--- config.mk ---
export PLATFORM = sky130hd
export DESIGN_NAME = buzzer_melody_flat
export DESIGN_NICKNAME = d
export VERILOG_FILES = /design/src/rtl/buzzer_melody_if.sv /design/src/rtl/buzzer_melody.sv /design/src/flat_wrapper.sv
export SDC_FILE = /design/constraint.sdc
export NUM_CORES = 1
export LEC_CHECK = 0
export BUFFER_PORTS_ARGS = -buffer_cell sky130_fd_sc_hd__clkbuf_2
export CORE_MARGIN = 2
export CORE_UTILIZATION = 56
export DETAILED_ROUTE_END_ITERATION = 8
export PLACE_DENSITY = 0.76
export SLEW_MARGIN = 15
export SYNTH_ARGS = -nofsm -noshare
export SYNTH_HDL_FRONTEND = slang
export SYNTH_SLANG_ARGS = --single-unit
export TNS_END_PERCENT = 1
--- constraint.sdc ---
create_clock -name clk -period 2.4 [get_ports clk]
set_input_delay 0 -clock clk [delete_from_list [all_inputs] [get_ports clk]]
set_output_delay 0 -clock clk [all_outputs]
set_load 0.005 [all_outputs]
--- src/rtl/buzzer_melody_if.sv ---
// ---------------------------------------------------------------------------
// buzzer_melody_if
// Groups the request lines and buzzer outputs between the game logic and the
// melody sequencer.
//   ev        : NUM_CH request lines; a rising edge requests melody i
//   buzzer    : square-wave drive to the buzzer pin
//   busy      : high while a melody is playing
//   active_ch : channel being played, 0 when idle
//   mute      : forces buzzer low (only when BUZZER_MUTE_EN is defined)
// Modports: master = game logic side, slave = sequencer side.
// ---------------------------------------------------------------------------
interface buzzer_melody_if #(
    parameter int unsigned NUM_CH = 4
);
    logic [NUM_CH-1:0] ev;
    logic              buzzer;
    logic              busy;
    logic [2:0]        active_ch;
`ifdef BUZZER_MUTE_EN
    logic              mute;

    modport master (output ev, output mute, input buzzer, input busy, input active_ch);
    modport slave  (input ev, input mute, output buzzer, output busy, output active_ch);
`else
    modport master (output ev, input buzzer, input busy, input active_ch);
    modport slave  (input ev, output buzzer, output busy, output active_ch);
`endif
endinterface

--- src/rtl/buzzer_melody.sv ---
// ---------------------------------------------------------------------------
// buzzer_melody
// Event-driven buzzer sequencer: a rising edge on a request line plays that
// channel's fixed 4-step melody as a 50 % square wave. Lower channel index
// has priority and pre-empts a melody in progress; other requests queue.
// Ports:
//   clk  : system clock
//   rst  : synchronous, active-low reset
//   bus  : buzzer_melody_if.slave (ev in; buzzer, busy, active_ch out;
//          mute in when BUZZER_MUTE_EN is defined)
// Optional feature macro: BUZZER_MUTE_EN (adds a mute input that silences
// the pin without disturbing sequencing or waveform phase).
// ---------------------------------------------------------------------------
module buzzer_melody #(
    parameter int unsigned CLK_FREQ = 50_000_000,
    parameter int unsigned NUM_CH   = 4,
    parameter int unsigned STEP_MS  = 125,
    parameter int unsigned GAP_MS   = 20
) (
    input  logic           clk,
    input  logic           rst,
    buzzer_melody_if.slave bus
);
    localparam int unsigned UNIT_CYC = (CLK_FREQ / 1000) * STEP_MS;
    localparam int unsigned GAP_CYC  = (CLK_FREQ / 1000) * GAP_MS;
    localparam int unsigned HALF_DO  = CLK_FREQ / (2 * 262);
    localparam int unsigned TMAX     = (2 * UNIT_CYC > GAP_CYC) ? 2 * UNIT_CYC : GAP_CYC;
    localparam int unsigned TW       = $clog2(TMAX + 1);
    localparam int unsigned HW       = $clog2(HALF_DO + 1);

    typedef enum logic [1:0] {IDLE, TONE, GAP} state_e;

    // Half period in cycles for each note code; REST has no waveform.
    function automatic logic [HW-1:0] half_of(input logic [2:0] note);
        case (note)
            3'd1:    half_of = HW'(CLK_FREQ / (2 * 262));
            3'd2:    half_of = HW'(CLK_FREQ / (2 * 294));
            3'd3:    half_of = HW'(CLK_FREQ / (2 * 330));
            3'd4:    half_of = HW'(CLK_FREQ / (2 * 349));
            3'd5:    half_of = HW'(CLK_FREQ / (2 * 392));
            3'd6:    half_of = HW'(CLK_FREQ / (2 * 440));
            3'd7:    half_of = HW'(CLK_FREQ / (2 * 494));
            default: half_of = '0;
        endcase
    endfunction

    // Melody ROM, entry = {dur_units, note}.
    function automatic logic [4:0] rom(input logic [1:0] mel, input logic [1:0] stp);
        case ({mel, stp})
            4'h0:    rom = {2'd1, 3'd6};
            4'h1:    rom = {2'd1, 3'd3};
            4'h2:    rom = {2'd1, 3'd6};
            4'h3:    rom = {2'd1, 3'd3};
            4'h4:    rom = {2'd1, 3'd1};
            4'h5:    rom = {2'd1, 3'd3};
            4'h6:    rom = {2'd1, 3'd5};
            4'h7:    rom = {2'd2, 3'd7};
            4'h8:    rom = {2'd2, 3'd5};
            4'h9:    rom = {2'd1, 3'd4};
            4'hA:    rom = {2'd1, 3'd3};
            4'hB:    rom = {2'd2, 3'd2};
            4'hC:    rom = {2'd1, 3'd3};
            4'hD:    rom = {2'd1, 3'd0};
            4'hE:    rom = {2'd1, 3'd3};
            default: rom = {2'd1, 3'd0};
        endcase
    endfunction

    // Lowest set index of a request vector (0 when empty).
    function automatic logic [2:0] lowest(input logic [NUM_CH-1:0] v);
        lowest = '0;
        for (int i = int'(NUM_CH) - 1; i >= 0; i--) begin
            if (v[i]) lowest = 3'(i);
        end
    endfunction

    state_e            state_q, state_d;
    logic [NUM_CH-1:0] ev_q, ev_prev_q;
    logic [NUM_CH-1:0] pend_q, pend_d;
    logic [NUM_CH-1:0] rise, pend_clr;
    logic [2:0]        ch_q, ch_d, low;
    logic [1:0]        step_q, step_d;
    logic [HW-1:0]     tcnt_q, tcnt_d, half;
    logic [TW-1:0]     time_q, time_d, tone_last;
    logic              tone_q, tone_d;
    logic              buz_q, buz_d;
    logic              busy_q, busy_d;
    logic [4:0]        entry;
    logic              take;

    // Next-state: request arbitration, step timing and tone generation.
    always_comb begin
        state_d  = state_q;
        ch_d     = ch_q;
        step_d   = step_q;
        tcnt_d   = tcnt_q;
        time_d   = time_q;
        tone_d   = tone_q;
        busy_d   = busy_q;
        pend_clr = '0;

        rise      = ev_q & ~ev_prev_q;
        low       = lowest(pend_q);
        entry     = rom(ch_q[1:0], step_q);
        half      = half_of(entry[2:0]);
        tone_last = (entry[4:3] == 2'd2) ? TW'(2 * UNIT_CYC - 1) : TW'(UNIT_CYC - 1);
        // Idle starts any request; while playing only a higher priority one wins.
        take      = (|pend_q) && ((state_q == IDLE) || (low < ch_q));

        if (take) begin
            state_d  = TONE;
            ch_d     = low;
            step_d   = '0;
            tcnt_d   = '0;
            time_d   = '0;
            tone_d   = 1'b0;
            busy_d   = 1'b1;
            pend_clr = NUM_CH'(1) << low;
        end else begin
            case (state_q)
                TONE: begin
                    if (time_q == tone_last) begin
                        state_d = GAP;
                        time_d  = '0;
                        tcnt_d  = '0;
                        tone_d  = 1'b0;
                    end else begin
                        time_d = time_q + TW'(1);
                        if (entry[2:0] != 3'd0) begin
                            if (tcnt_q == half - HW'(1)) begin
                                tcnt_d = '0;
                                tone_d = ~tone_q;
                            end else begin
                                tcnt_d = tcnt_q + HW'(1);
                            end
                        end
                    end
                end
                GAP: begin
                    if (time_q == TW'(GAP_CYC - 1)) begin
                        time_d = '0;
                        tcnt_d = '0;
                        tone_d = 1'b0;
                        if (step_q == 2'd3) begin
                            state_d = IDLE;
                            step_d  = '0;
                            // Queued work keeps busy up across the single idle cycle.
                            busy_d  = |(pend_q | rise);
                            ch_d    = busy_d ? ch_q : 3'd0;
                        end else begin
                            state_d = TONE;
                            step_d  = step_q + 2'd1;
                        end
                    end else begin
                        time_d = time_q + TW'(1);
                    end
                end
                default: ;
            endcase
        end

        // A fresh edge on the channel being taken stays pending.
        pend_d = (pend_q & ~pend_clr) | rise;
`ifdef BUZZER_MUTE_EN
        buz_d  = tone_d & ~bus.mute;
`else
        buz_d  = tone_d;
`endif
    end

    // State and output registers.
    always_ff @(posedge clk) begin
        if (!rst) begin
            state_q   <= IDLE;
            ev_q      <= '0;
            ev_prev_q <= '0;
            pend_q    <= '0;
            ch_q      <= '0;
            step_q    <= '0;
            tcnt_q    <= '0;
            time_q    <= '0;
            tone_q    <= 1'b0;
            buz_q     <= 1'b0;
            busy_q    <= 1'b0;
        end else begin
            state_q   <= state_d;
            ev_q      <= bus.ev;
            ev_prev_q <= ev_q;
            pend_q    <= pend_d;
            ch_q      <= ch_d;
            step_q    <= step_d;
            tcnt_q    <= tcnt_d;
            time_q    <= time_d;
            tone_q    <= tone_d;
            buz_q     <= buz_d;
            busy_q    <= busy_d;
        end
    end

    assign bus.buzzer    = buz_q;
    assign bus.busy      = busy_q;
    assign bus.active_ch = ch_q;
endmodule

--- src/flat_wrapper.sv ---
// flat-port wrapper written by rule: the top's interface ports become plain ports
module buzzer_melody_flat 
#(
    parameter int unsigned CLK_FREQ = 50_000_000,
    parameter int unsigned NUM_CH   = 4,
    parameter int unsigned STEP_MS  = 125,
    parameter int unsigned GAP_MS   = 20
)
  (clk, rst, bus_ev, bus_buzzer, bus_busy, bus_active_ch);
  buzzer_melody_if #(.NUM_CH(NUM_CH)) bus_i ();
  input  logic clk;
  input  logic rst;
  input wire logic [$bits(bus_i.ev)-1:0] bus_ev;
  output wire logic [$bits(bus_i.buzzer)-1:0] bus_buzzer;
  output wire logic [$bits(bus_i.busy)-1:0] bus_busy;
  output wire logic [$bits(bus_i.active_ch)-1:0] bus_active_ch;
  assign bus_i.ev = bus_ev;
  assign bus_buzzer = bus_i.buzzer;
  assign bus_busy = bus_i.busy;
  assign bus_active_ch = bus_i.active_ch;
  buzzer_melody #(.CLK_FREQ(CLK_FREQ), .NUM_CH(NUM_CH), .STEP_MS(STEP_MS), .GAP_MS(GAP_MS)) u_core (.clk(clk), .rst(rst), .bus(bus_i));
endmodule
==> impl_metrics.tcl, run 1 <==
set metrics [dict create \
    status "complete, but fails checks" \
    violations "setup timing" \
    met1_length_mm 4.10 \
    hpwlAfterDp_mm 7.02 \
    multi_input_area_um2 2330 \
    ys_ff_latch 61 \
    finalHoldViolCount 0 \
    viasPerCell 6.00 \
    clk_path_buf_depth 2 \
    hold_class "in -> reg" \
    grt_pass1_wl_mm 16.4 \
    routed_wl_mm 9.76 \
    rsz0062_at_grt "true" \
    relSlewSlack_pct 51.3 \
    yosysUniqueCellTypes 69 \
    core_area_um2 6310 \
    cts_tree "done" \
    fin_skew_ps 9.74 \
    antennaDiodeCount 0 \
    setup_viol 16 \
    grt_max_degree 19 \
    io_buffers 9 \
    synthSimpleGateAreaFrac_pct 32.3 \
    synthCells 462 \
    cts_root_buf "clkbuf_8" \
    power.leakage_nw 1.74 \
    ant_nets 0 \
    highest_layer "met4" \
    max_slew.worst_pin.slew_ps 726 \
    synth_top_family_by_area "simple AND/OR/NAND/NOR gates" \
    ir_worst_vdd_v 0.000484 \
    cap_violations 0 \
    max_freq_ghz 0.403 \
    synth_compound_area_share_pct 18.6 \
    cp-end-kind "flop" \
    cts_inserted_buffers 9 \
    cts_sinks 61 \
    synthMuxAreaShare_pct 0.857 \
    ys_warn_count 0 \
    synth_xor_area_share_pct 7.20 \
    wl_per_cell_um 15.9 \
    ys_seq_area_share_pct 33.4 \
    syn-num-nets 476 \
    met2_length_mm 4.81 \
    crit_required_ps 2680 \
    syn_area_um2 3650 \
    avgSynthCellArea_um2 7.90 \
    synth_edf_count 0 \
    regArea_um2 1230 \
    drc 0 \
    period_needed_ps 2480 \
    place_congestion 0.915 \
    globalRouteOverflowTotal 0 \
    die_area_um2 7180 \
    fp.dieH_um 84.7 \
    antenna_found_initial 0 \
    synth_top_flop_cell "dfxtp_1" \
    path_class "reg -> reg" \
    num_rows 29 \
    die_w_um 84.7 \
    worst-path-max-fanout 7 \
    insertion_delay_ps 350 \
    layout.cells.non_filler 614 \
    fin_total_pwr_mw 3.28 \
    p_per_area_nw_per_um2 719 \
    vias 3683 \
    h-tree-depth 3 \
    cp_data_arrival_time_ps 2760 \
    postLayoutSetupSlackWorst_ps -81.7 \
    synth_fa_ha_area_share_pct 2.74 \
    period_share_pct 103 \
    start_util_pct 57.8 \
    firstDrtPassIters 5 \
    met3_wirelength_um 529 \
    syn2layout_area_growth_pct 24.9 \
    clk_pin_slew_ps 70 \
    final_nets 546 \
    async_flop_share_pct 0 \
    grt_pass1_vias 3538 \
    track_usage_pct 28.1 \
    n_fill_cell 511 \
    maxSlewViolCount 0 \
    final_layout_size_suffix_gt1_share_pct 23.3 \
    whs_ps 40.2 \
    drtIter0Drc 239 \
    num_io_pins 11 \
    placed_cells 591 \
    startpoint_type "flop" \
]
-- final timing paths --
kind	start	to	slack, ps	cells after the start
max	u_core.bus.active_ch[1]	u_core.tone_q	-80	10
min	rst	u_core.bus.busy	40	2
max reg2reg	u_core.bus.active_ch[1]	u_core.tone_q	-80	10
min reg2reg	u_core.ev_q[1]	u_core.ev_prev_q[1]	460	1
-- critical path, cell delays in order (launching register included) --
cell and delay [ps]:
dfxtp_4 370, buf_4 150, buf_4 150, mux2i_1 120, a221oi_1 110, o21ai_0 270
o2111ai_2 200, nor4_2 320, nand3_1 100, or4b_1 480, a21oi_1 130
-- registers in the layout, summed over array words and instances, names as in the netlist --
signal / count
u_core.step_q: 2
u_core.state_q: 2
u_core.tcnt_q: 17
u_core.time_q: 24
u_core.bus.busy: 1
u_core.pend_q: 4
u_core.ev_q: 4
u_core.ev_prev_q: 4
u_core.bus.active_ch: 2
u_core.tone_q: 1
-- layout by cell type, fill, tap and decap left out, drive strengths merged, types with 14 or more instances in the layout --
cell type and n:
nor2 58, dfxtp 61, nand2 40, buf 68, o21ai 28, and3 14, inv 15, xor2 21
nand3 20, clkbuf 20, a21oi 30
-- what timing repair did --
item | CTS | global route
hold endpoints to repair | 4 | 0
setup buffers | 2 | 1
hold buffers | 4 | 0
endpoints found under the setup margin | 24 | 39
gates resized for setup | 14 | 10
pin swaps | 6 | 11
-- synthesized netlist by cell type (3+ instances only) --
master | instances | area [µm²]
a21boi_0 | 4 | 30.0
a21oi_1 | 29 | 145
a22oi_1 | 5 | 37.5
a31oi_1 | 4 | 25.0
and2_1 | 11 | 68.8
and3_1 | 13 | 81.3
buf_2 | 7 | 35.0
buf_4 | 7 | 52.6
clkbuf_1 | 8 | 30.0
dfxtp_1 | 61 | 1220
ha_1 | 8 | 100
inv_1 | 15 | 56.3
nand2_1 | 39 | 146
nand2b_1 | 8 | 50.1
nand3_1 | 20 | 100
nand3b_1 | 3 | 22.5
nand4_1 | 12 | 75.1
nor2_1 | 58 | 218
nor2b_1 | 11 | 68.8
nor3_1 | 4 | 20.0
nor4_1 | 7 | 43.8
o2111ai_1 | 3 | 26.3
o211ai_1 | 5 | 37.5
o21ai_0 | 23 | 115
o21ai_1 | 4 | 20.0
o22ai_1 | 4 | 25.0
o31ai_1 | 3 | 22.5
or3_1 | 4 | 25.0
or3b_2 | 3 | 26.3
xnor2_1 | 9 | 78.8
xor2_1 | 21 | 184
-- per-stage QoR --
| step | instance area [µm²] | TNS [ps] | setup slack, ps | utilization (%) |
|---|---|---|---|---|
| finish | 4560 | -308 | -81.7 | 72.3 |
| global route | 4560 | -3610 | -236 | 72.3 |
| CTS | 4510 | -75.7 | -51.6 | 71.5 |
| detailed placement | 4180 | -2090 | -194 | 66.1 |
| global placement | 4180 | -1260 | -97.8 | 66.1 |
| floorplan | 3650 | -255 | -25.1 | - |
-- cells by family (layout without fill, tap and decap cells) --
family,count (synthesis),count (layout)
AND/OR/NAND/NOR,217,217
AO/OA/AOI/OAI,105,105
flip-flops,61,61
buffers and inverters,37,112
XOR/XNOR,30,30
adder cells (fa/ha/maj),8,8
multiplexers,3,3
other,1,1
-- area by class of cell --
class	instances	area share, %
clock buffers	11	3.32
well taps	77	2.11
inverters	15	1.23
clock inverters	5	1.81
flip-flops and latches	61	27.0
repair buffers	81	13.4
multi-input cells	364	51.1
-- where the power goes --
part	internal [mW]	switching (mW)
Sequential	1.06	0.0596
Combinational	0.479	0.612
Clock	0.641	0.426
-- per-layer routing --
metal	track usage, %	vias to the layer above
li1	-	1783
met1	33.9	1737
met2	47.7	127
met3	5.51	36
met4	14.0	0
met5	0	-
No activity file was read; power rests on OpenSTA's default activity.
==> run 2, diff against run 1 <==
--- a/config.mk
+++ b/config.mk
@@ -6,7 +6,6 @@
 export NUM_CORES = 1
 export LEC_CHECK = 0
 export BUFFER_PORTS_ARGS = -buffer_cell sky130_fd_sc_hd__clkbuf_2
-export CORE_MARGIN = 2
 export CORE_UTILIZATION = 56
 export DETAILED_ROUTE_END_ITERATION = 8
 export PLACE_DENSITY = 0.76
==> impl_metrics.tcl, run 2 (synthesized netlist as in run 1, its figures left out) <==
set metrics [dict create \
    hold_class "in -> reg" \
    worst-path-buf-inv 1 \
    max_freq_ghz 0.410 \
    grt.busiest_layer "met2" \
    cp_cell_sequence "buf_6 -> nor4b_4 -> nor2b_1 -> a32oi_1 -> o2111ai_2 -> nor4_4 -> nand3_1 -> or4b_1 -> a21oi_1" \
    cp-end-kind "flop" \
    wl_per_cell_um 15.6 \
    slowest_stage "or4b_1" \
    whs_ps 63.2 \
    max_flop_register "u_core.time_q" \
    setup_viol 15 \
    met2_usage_pct 51.1 \
    grt_max_degree 19 \
    n_fill_cell 507 \
    largest_register_ffs 24 \
    final_layout_size_suffix_gt1_share_pct 22.7 \
    regArea_um2 1230 \
    final.setup.tns_ps -143 \
    final_nets 544 \
    fin_area_um2 4520 \
    path_class "reg -> reg" \
    antennaDiodeCount 0 \
    rsz0062_at_grt "true" \
    layout_common_cells "62 x buf_4, 58 x nor2_1, 57 x dfxtp_1, 39 x nand2_1, 27 x a21oi_1" \
    place_congestion 0.907 \
    relSlewSlack_pct 53.3 \
    cts_sinks 61 \
    fin_skew_ps 11.8 \
    drc 0 \
    track_usage_pct 30.2 \
    viasPerCell 5.96 \
    final_common_cell "buf_4" \
    cts_root_buf "clkbuf_8" \
    power.leakage_nw 1.73 \
    h-tree-depth 3 \
    die_area_um2 6850 \
    fp.dieH_um 82.7 \
    clk_pin_slew_ps 70 \
    insertion_delay_ps 350 \
    cts_inserted_buffers 9 \
    reg_top3 "u_core.time_q x24, u_core.tcnt_q x17" \
    io_buffers 9 \
    p_per_area_nw_per_um2 693 \
    firstDrtPassIters 5 \
    antenna_found_initial 0 \
    globalRouteOverflowTotal 0 \
    grt_pass1_vias 3462 \
    start_util_pct 57.8 \
    syn2layout_area_growth_pct 23.9 \
    clk_path_buf_depth 2 \
    maxSlewViolCount 0 \
    vias 3640 \
    cp_data_arrival_time_ps 2720 \
    core_area_um2 6310 \
    finalHoldViolCount 0 \
    drtIter0Drc 259 \
    use_met3_pct 6.37 \
    period_share_pct 102 \
    grt_pass1_wl_mm 15.6 \
    crit_required_ps 2680 \
    crit_family "simple AND/OR/NAND/NOR gates" \
    postLayoutSetupSlackWorst_ps -41.3 \
    max_slew.worst_pin.slew_ps 695 \
    period_needed_ps 2440 \
    slowest_delay_ps 480 \
    post_dp_cell_area_um2 4150 \
    hpwlAfterDp_mm 6.81 \
    cts_tree "done" \
    startpoint_type "flop" \
    ir_worst_vdd_v 0.000416 \
    worst-path-max-fanout 9 \
    status "complete, but fails checks" \
    met1_usage_pct 35.7 \
    die_w_um 82.7 \
    cap_violations 0 \
    num_io_pins 11 \
    num_rows 29 \
    ant_nets 0 \
    routed_wl_mm 9.51 \
    violations "setup timing" \
    multi_input_area_um2 2330 \
]
## run 2: worst paths after layout
path,start,end,slack (ps),cells after the start
setup / recovery,u_core.step_q[1],u_core.tone_q,-40,9
hold / removal,rst,u_core.state_q[0],60,2
setup reg to reg,u_core.step_q[1],u_core.tone_q,-40,9
hold reg to reg,u_core.ev_q[1],u_core.ev_prev_q[1],460,1
## run 2: where the power goes
part / total (mW) / internal [mW] / switching, mW
Sequential: 1.12 / 1.06 / 0.0604
Clock: 0.935 / 0.526 / 0.409
Combinational: 1.07 / 0.463 / 0.612
Total: 3.13 / 2.05 / 1.08
## run 2: routing by layer
metal  routed length, µm  part of all wire, %  vias to the layer above
li1                    -                    -                     1794
met1                4150                   44                     1720
met2                4670                   49                      100
met3                 422                  4.4                       26
met4                 266                  2.8                        0
met5                   0                    0                        -
## run 2: area by class of cell
cell class | instances | share of cell area [%]
Timing Repair Buffer | 79 | 13.4
Clock inverter | 4 | 1.05
Clock buffer | 11 | 3.35
Multi-Input combinational cell | 364 | 51.6
Sequential cell | 61 | 27.3
Tap cell | 77 | 2.13
Inverter | 15 | 1.24
## run 2: timing repair
item | in CTS | in global routing
hold buffers | 4 | 0
setup endpoints to repair | 45 | 40
gates resized for setup | 15 | 11
buffers inserted | 4 | 0
pin swaps | 3 | 7
endpoints found under the hold margin | 4 | 0
## run 2: stage by stage
stage	setup slack [ps]	utilization [%]	std cells	power (mW)
after detailed placement	-179	65.8	588	2.11
after floorplan	-25.1	-	462	1.72
final	-41.3	71.6	611	3.13
after global placement	-125	65.8	588	2.09
after global routing	-171	71.6	611	3.29
after CTS	-21.7	71.0	611	3.11
==> run 3, diff against run 2 <==
--- a/config.mk
+++ b/config.mk
@@ -6,9 +6,9 @@
 export NUM_CORES = 1
 export LEC_CHECK = 0
 export BUFFER_PORTS_ARGS = -buffer_cell sky130_fd_sc_hd__clkbuf_2
-export CORE_UTILIZATION = 56
+export CORE_UTILIZATION = 62
 export DETAILED_ROUTE_END_ITERATION = 8
-export PLACE_DENSITY = 0.76
+export PLACE_DENSITY = 0.79
 export SLEW_MARGIN = 15
 export SYNTH_ARGS = -nofsm -noshare
 export SYNTH_HDL_FRONTEND = slang
==> constraint.sdc (replaced) <==
create_clock -name clk -period 2.7 [get_ports clk]
set_input_delay 0 -clock clk [delete_from_list [all_inputs] [get_ports clk]]
set_output_delay 0 -clock clk [all_outputs]
set_load 0.005 [all_outputs]
==> impl_metrics.tcl, run 3 (synthesized netlist as in run 1, its figures left out) <==
set metrics [dict create \
    whs_ps 69.9 \
    rsz0062_at_grt "true" \
    io_buffers 9 \
    syn2layout_area_growth_pct 14.5 \
    grt_max_degree 19 \
    min_path_cells 2 \
    cp_data_arrival_time_ps 2880 \
    hold_start "rst" \
    die_w_um 78.7 \
    r2r-start "u_core.bus.active_ch[1]" \
    start_util_pct 65.5 \
    max_freq_ghz 0.384 \
    worst-path-max-fanout 11 \
    die_area_um2 6200 \
    cts_sinks 61 \
    h-tree-depth 3 \
    place_congestion 0.934 \
    grt_pass1_wl_mm 15.1 \
    slowest_stage "or4b_1" \
    final.setup.tns_ps 0 \
    drc 0 \
    insertion_delay_ps 350 \
    final_common_cell "nor2_1" \
    num_rows 27 \
    power.leakage_nw 1.52 \
    globalRouteOverflowTotal 0 \
    maxSlewViolCount 0 \
    grt_pass1_vias 3356 \
    min_delay_worst_endpoint "u_core.state_q[0]" \
    p_per_area_nw_per_um2 632 \
    period_needed_ps 2600 \
    largest_register_ffs 24 \
    wl_per_cell_um 15.6 \
    num_io_pins 11 \
    drtIter0Drc 237 \
    max_flop_register "u_core.time_q" \
    antenna_found_initial 0 \
    relSlewSlack_pct 66.0 \
    layout_common_cells "58 x nor2_1, 57 x dfxtp_1, 39 x nand2_1, 31 x buf_4, 29 x a21oi_1" \
    path_class "reg -> reg" \
    antennaDiodeCount 0 \
    ant_nets 0 \
    crit_required_ps 2980 \
    routed_wl_mm 8.94 \
    cts_tree "done" \
    setup_viol 0 \
    track_usage_pct 31.4 \
    slowest_delay_ps 470 \
    clk_path_buf_depth 2 \
    hpwlAfterDp_mm 6.36 \
    fin_total_pwr_mw 2.64 \
    clk_pin_slew_ps 80 \
    cp_cell_sequence "buf_4 -> nor4b_4 -> nor2b_1 -> a32oi_1 -> o2111ai_1 -> nor4_2 -> nand3_1 -> or4b_1 -> a21oi_1" \
    core_area_um2 5570 \
    viasPerCell 6.09 \
    cp-end-kind "flop" \
    ff2ff_setup_slack_ps 100 \
    r2r_end "u_core.tone_q" \
    max_slew.worst_pin.slew_ps 502 \
    cts_root_buf "clkbuf_8" \
    final_nets 511 \
    fin_skew_ps 13.7 \
    ir_worst_vdd_v 0.000482 \
    period_share_pct 96.4 \
    startpoint_type "flop" \
    firstDrtPassIters 4 \
    final_layout_size_suffix_gt1_share_pct 15.7 \
    fp.dieH_um 78.7 \
    hold_class "in -> reg" \
    vias 3496 \
    status "complete, no violations" \
    reg_top3 "u_core.time_q x24, u_core.tcnt_q x17" \
    finalHoldViolCount 0 \
    cap_violations 0 \
    r2r_cells 9 \
    cts_inserted_buffers 9 \
]
==> run 3: what timing repair did <==
item / CTS / global route
resized for setup: 1 / 6
buffers inserted: 0 / 1
endpoints found under the setup margin: 1 / 18
pin swaps: 1 / 3
hold endpoints to repair: 4 / 0
hold buffers: 4 / 0
gates cloned: 0 / 0
==> run 3: stage by stage <==
| stage | setup WS (ps) | util, % | instances | area (µm²) |
|---|---|---|---|---|
| global route | -57.4 | 75.0 | 574 | 4180 |
| finish | 98.5 | 75.0 | 574 | 4180 |
| detailed placement | -7.93 | 70.3 | 553 | 3920 |
| floorplan | 275 | - | 462 | 3650 |
| global placement | 64.4 | 70.3 | 553 | 3920 |
| CTS | 4.61 | 74.6 | 573 | 4160 |
==> run 3: worst max path at each step <==
| stage | startpoint | to | slack [ps] | depth (start not counted) |
|---|---|---|---|---|
| finish | u_core.bus.active_ch[1] | u_core.tone_q | 100 | 9 |
| global route | u_core.bus.active_ch[1] | u_core.tone_q | -60 | 9 |
| CTS | u_core.bus.active_ch[0] | u_core.tone_q | 5 | 9 |
| detailed placement | u_core.bus.active_ch[1] | u_core.tone_q | -8 | 9 |
| global placement | u_core.bus.active_ch[1] | u_core.tone_q | 60 | 9 |
| floorplan | u_core.step_q[0] | u_core.tcnt_q[3] | 270 | 10 |
==> run 3: critical path: cells and delay by family (launching register included) <==
kind                   cells  cell delay, ps
AND/OR/NAND/NOR            5            1390
AO/OA/AOI/OAI              3             590
flip-flops                 1             390
buffers and inverters      1             170
==> run 3: where the power goes <==
part           switching (mW)  internal, mW
sequential             0.0568         0.946
combinational           0.496         0.325
clock                   0.390         0.428
total                   0.943          1.70
==> run 3: routing by layer <==
layer	part of all wire [%]	vias to the layer above	wire length [µm]	GRT usage, %
met1	42	1609	3730	36.0
met3	5.1	37	457	6.90
met2	48	129	4340	52.3
met4	4.7	0	418	21.1
met5	0	-	0	0
li1	-	1721	-	-
==> run 3: layout make-up <==
class                           instances  area [µm²]
Sequential cell                        61        1230
Tap cell                               72        90.1
Timing Repair Buffer                   46         349
Multi-Input combinational cell        364        2260
Clock inverter                          7        72.6
Inverter                               15        56.3
Clock buffer                            9         124
Fill cell                             415        1390
